`config.mk`:
```
export PLATFORM = sky130hd
export DESIGN_NAME = ram_dp
export DESIGN_NICKNAME = d
export VERILOG_FILES = /design/src/rtl/ram_dp.sv
export SDC_FILE = /design/constraint.sdc
export NUM_CORES = 2
export LEC_CHECK = 0
export BUFFER_PORTS_ARGS = -buffer_cell sky130_fd_sc_hd__buf_4
export CAP_MARGIN = 20
export CORE_AREA = 2 2 433 606
export DETAILED_ROUTE_END_ITERATION = 8
export DIE_AREA = 0 0 435 608
export PLACE_DENSITY = 0.55
export SYNTH_ARGS = -nofsm -noshare
export SYNTH_HDL_FRONTEND = slang
export SYNTH_SLANG_ARGS = --single-unit
export TNS_END_PERCENT = 100
```
`constraint.sdc`:
```
create_clock -name clk -period 3.2 [get_ports clk]
set_input_delay 0.48 -clock clk [delete_from_list [all_inputs] [get_ports clk]]
set_output_delay 0.48 -clock clk [all_outputs]
set_load 0.005 [all_outputs]
```
`src/rtl/ram_dp.sv`:
```
`default_nettype none
// ============================================================================
//  Module   : ram_dp
//  Purpose  : 1R/W + 1R data memory with address-window decode, error flag,
//             and optional post-reset clear sequencer (macro RAM_DP_CLR_EN).
//  Revision : 1.0
// ============================================================================
module ram_dp #(
  parameter int          DW     = 16,
  parameter int          AW     = 13,
  parameter int          RAM_AW = 7,
  parameter int unsigned BASE   = 0
) (
  input  logic            clk,
  input  logic            rst,
  input  logic [DW-1:0]   a_din,
  input  logic [AW-1:0]   a_addr,
  input  logic            a_we,
  input  logic [DW/8-1:0] a_be,
  output logic [DW-1:0]   a_dout,
  output logic            a_err,
  input  logic [AW-1:0]   b_addr,
  output logic [DW-1:0]   b_dout,
  output logic            busy
);

  localparam int          NB     = DW / 8;
  localparam int          DEPTH  = 2 ** RAM_AW;
  localparam logic [AW-1:0] BASE_W = AW'(BASE);

  logic [DW-1:0]     mem [DEPTH];
  logic [RAM_AW-1:0] a_addr_r;
  logic [RAM_AW-1:0] b_addr_r;
  logic [RAM_AW-1:0] a_idx;
  logic              hit_a;
  logic              wr_en;
  logic              clr_we;
  logic [RAM_AW-1:0] clr_cnt;
  logic              unused_b_hi;

  // Shifting rather than slicing keeps the decode legal when RAM_AW == AW.
  assign hit_a       = ((a_addr >> RAM_AW) == BASE_W);
  assign a_idx       = a_addr[RAM_AW-1:0];
  assign wr_en       = a_we & hit_a & ~busy;
  assign unused_b_hi = ^(b_addr >> RAM_AW);

`ifdef RAM_DP_CLR_EN
  typedef enum logic [0:0] {
    IDLE  = 1'b0,
    CLEAR = 1'b1
  } state_t;

  localparam logic [RAM_AW-1:0] CLR_LAST = '1;

  state_t            state;
  state_t            state_nxt;
  logic [RAM_AW-1:0] clr_cnt_nxt;

  always_ff @(posedge clk) begin
    if (rst) begin
      state   <= CLEAR;
      clr_cnt <= '0;
    end else begin
      state   <= state_nxt;
      clr_cnt <= clr_cnt_nxt;
    end
  end

  always_comb begin
    state_nxt   = state;
    clr_cnt_nxt = clr_cnt;
    clr_we      = 1'b0;
    case (state)
      CLEAR: begin
        clr_we      = 1'b1;
        clr_cnt_nxt = clr_cnt + 1'b1;
        if (clr_cnt == CLR_LAST) begin
          state_nxt = IDLE;
        end
      end
      default: begin
        state_nxt = IDLE;
      end
    endcase
  end

  assign busy = (state == CLEAR);
`else
  assign clr_we  = 1'b0;
  assign clr_cnt = '0;
  assign busy    = 1'b0;
`endif

  // Clear has priority; busy already blocks port A while clearing.
  always_ff @(posedge clk) begin
    if (clr_we) begin
      mem[clr_cnt] <= '0;
    end else if (wr_en) begin
      for (int i = 0; i < NB; i++) begin
        if (a_be[i]) begin
          mem[a_idx][8*i +: 8] <= a_din[8*i +: 8];
        end
      end
    end
  end

  // Read address is held during writes so a_dout keeps tracking the last read.
  always_ff @(posedge clk) begin
    if (rst) begin
      a_addr_r <= '0;
      b_addr_r <= '0;
      a_err    <= 1'b0;
    end else begin
      if (!a_we) begin
        a_addr_r <= a_idx;
      end
      b_addr_r <= b_addr[RAM_AW-1:0];
      a_err    <= ~hit_a;
    end
  end

  assign a_dout = mem[a_addr_r];
  assign b_dout = mem[b_addr_r];

endmodule
`default_nettype wire

```
==> results by group <==
CTS
  – CTS Sinks: 2,070
  – CTS buffer count: 204
  – CTS tree: built
  – Clock Latency Late Sink: slightly below 900 ps
  – Max Buffers Root-to-Sink: 4
  – CTS clk-pin slew, worst paths: 70 ps
  – # H-tree levels: 4
  – Clock root buffer: clkbuf_16

Global route
  – Gr usage total: 22.16%
  – First-pass GRT wire length: between 400,000 and 500,000 um
  – GRT overflow: 0
  – Antenna violations before repair: 14
  – Number of global-route vias before repair: 52,700
  – GRT met3 Usage: 2.955%
  – Met1 Usage GRT: 27.40%
  – Top Usage Layer GRT: met2
  – Grt met2 use: 39.66%
  – Largest net degree at the start of global routing: 129

Route
  – 1st-iter DRT viols: 5,166
  – DR vias: 49,890
  – DRC viols: 0
  – Via density: a little under 6
  – Post-Route WL: 295,600 um
  – Wire per inst: ~35 um
  – Final ANT Viol Nets: 0
  – DR pass1 iterations: 8

Synthesis
  – Register area share after synthesis: 64.96%
  – Async SR Flop Fraction: 0%
  – Synth top area share: 64.50%
  – Post-Synthesis Cell Area: ~95,000 um^2
  – Synthesis-stage register bit count: 2,070
  – Synth Area per Inst: 23.19 um^2
  – Post-synth top area cell: edfxtp_1
  – Synth Instances: 4,111
  – Post-synth EDFFs: a little over 2,000
  – Largest cells by area after synthesis: edfxtp_1 65%, mux4_2 32%, nor2_1 1.1%
  – Total nets after synthesis: 4,158
  – Unique masters post-synth: 20
  – Synth Warn #: 0
  – Main synth FF type: edfxtp_1

Timing
  – Count of final max-slew check failures: 0
  – RSZ-0062 raised after global routing: true
  – Minimum clock period: roughly 4500 ps
  – Tcrit/Tclk final: 142.0%
  – Layout Skew: ~4.7 ps
  – Max Fclk: ~220 MHz
  – Final WS setup: -1343 ps
  – Worst slew pin tran: 1013 ps
  – Fin. Hold Viols: 0
  – Relative slew slack: 32.44%
  – Count of final setup violators: 32
  – Setup TNS Final: -41,090 ps

Die
  – Core Box Area: 258,800 um^2
  – Initial Util: 36.84%
  – Chip width: approximately 440 um
  – Die footprint: roughly 260,000 um^2
  – IO Count: 81
  – Die height: 608 um
  – Std-Cell Rows: around 220

Critical path
  – Required time of the critical path: 2720 ps
  – CP Class: flip-flop to output port
  – Setup crit end kind: output port
  – R2R Path Start: a_addr_r[2]$_SDFFE_PP0N_
  – CP Launch Type: flip-flop
  – Crit path arrival time: 4060 ps
  – Crit Path Max Fanout: 9

Placement
  – Detail Placement HPWL: between 150,000 and 200,000 um
  – GPL Wtd Cong: approximately 0.86
  – Post-Place Cells: 7,957
  – Port Buffers: 73

Cells and area
  – Nets: 4,858
  – FILL cells: 21,950
  – Area delta synth->final: 20.12%
  – Share of cells above drive strength 1: about half
  – Post-Layout Cell Count: roughly 8,400
  – Core Util, Final: 44.25%

Outcome
  – Failing checks: negative setup slack
  – Status: complete, but fails checks

Min path
  – Hold wc startpoint: a_we
  – HP Class: primary input to flip-flop

Pwr
  – PD cells: 523.0 nW/um^2
  – Lkg Pwr: 34.98 nW
  – Max VDD drop: 0.4364 mV

Run
  – Max-Cap Viols: 0
what timing repair did:
action / 4_1_cts / 5_1_grt
resized for setup: 129 / 32
cloned: 22 / 15
hold buffers: 28 / 0
endpoints found under the setup margin: 32 / 32
hold endpoints to repair: 22 / 0
setup buffers: 30 / 14
layout by cell type, fill, tap and decap left out, types with 4 or more instances in the layout:
cell           count
buf_4            537
dlygate4sd3_1     28
nor2_1           267
clkinv_1          31
inv_6              4
nand2_1            9
buf_8              8
clkinvlp_4        13
mux4_2          1344
dfxtp_4           10
nor2b_1           13
bufinv_16         21
diode_2            7
edfxtp_1        2048
clkbuf_16        222
nand3_1           13
buf_6             47
clkbuf_1          43
nand4_1            5
nand3_2            5
clkinv_2          36
mux2_4            31
clkinv_4           5
buf_16            38
mux2i_1            7
buf_12           160
dfxtp_1           10
final timing paths:
path | endpoint | slack [ps] | depth (start not counted)
max | b_dout[8] | -1340 | 8
min | flip-flop | 60 | 3
max reg2reg | flip-flop | 2020 | 3
min reg2reg | flip-flop | 520 | 2
worst max-delay path, stage by stage, from the launching register on:
cell and delay (ps):
dfxtp_4 440, buf_12 220, buf_12 130, buf_16 130
mux4_2 510, mux4_2 580, mux4_2 620, mux2_4 380
buf_6 140
layer usage:
layer / vias up / share of wire (%) / routed length, um
met3: 447 / 6.1 / 17950
met2: 1925 / 53 / 156300
met4: 4 / 4.3 / 12570
li1: 19880 / - / -
met1: 27640 / 37 / 108700
met5: - / 0.0058 / 17
flip-flops by register name (all words and copies together) (netlist names), named ones only:
name / count
a_addr_r: 7
a_err: 1
mem: 2048
layout make-up:
type	count	area, um^2	share of cell area [%]
Sequential cell	2070	61980	54.12
Multi-Input combinational cell	1700	32110	28.04
Timing Repair Buffer	835	9651	8.426
Clock buffer	250	5341	4.664
Tap cell	3456	4324	3.776
Clock inverter	110	1104	0.9636
Antenna cell	7	17.52	0.01529
cells in the mapped netlist, types with 2 or more instances:
cell / instances
edfxtp_1: 2048
nand3_1: 18
nor2_1: 267
nor2b_1: 13
buf_6: 2
nand2_1: 9
mux2_2: 32
dfxtp_1: 22
buf_2: 108
buf_1: 42
clkbuf_1: 188
nand4_1: 5
mux2i_1: 7
mux4_2: 1344
power breakdown:
part / switching [W] / internal (W) / leakage (nW)
combinational: 0.00310 / 0.00292 / 13.3
sequential: 0.0000557 / 0.0298 / 18.6
clock: 0.0105 / 0.0135 / 3.13
cell families (layout without fill, tap and decap cells):
kind of cell | after synthesis | after routing | synth area share, %
simple gates | 315 | 315 | 1.325
other cells | 1 | 8 | 0.003933
compound gates | 1 | 1 | 0.005244
buf+inv | 341 | 1195 | 1.504
mux | 1383 | 1383 | 32.20
flops | 2070 | 2070 | 64.96
through the flow:
| stage | power [W] | setup WS [ps] | area [um^2] | hold WS (ps) |
|---|---|---|---|---|
| 2_1_floorplan | 0.03328 | 40.91 | 95350 | 466.9 |
| 3_3_place_gp | 0.03602 | -666.2 | 105800 | 478.7 |
| 3_5_place_dp | 0.03606 | -652.0 | 105800 | 494.3 |
| 4_1_cts | 0.06032 | -1397 | 114000 | 0.6997 |
| 5_1_grt | 0.06144 | -1374 | 114500 | 48.04 |
| 6_report | 0.05990 | -1343 | 114500 | 63.18 |
No activity file was read; power rests on OpenSTA's default activity.
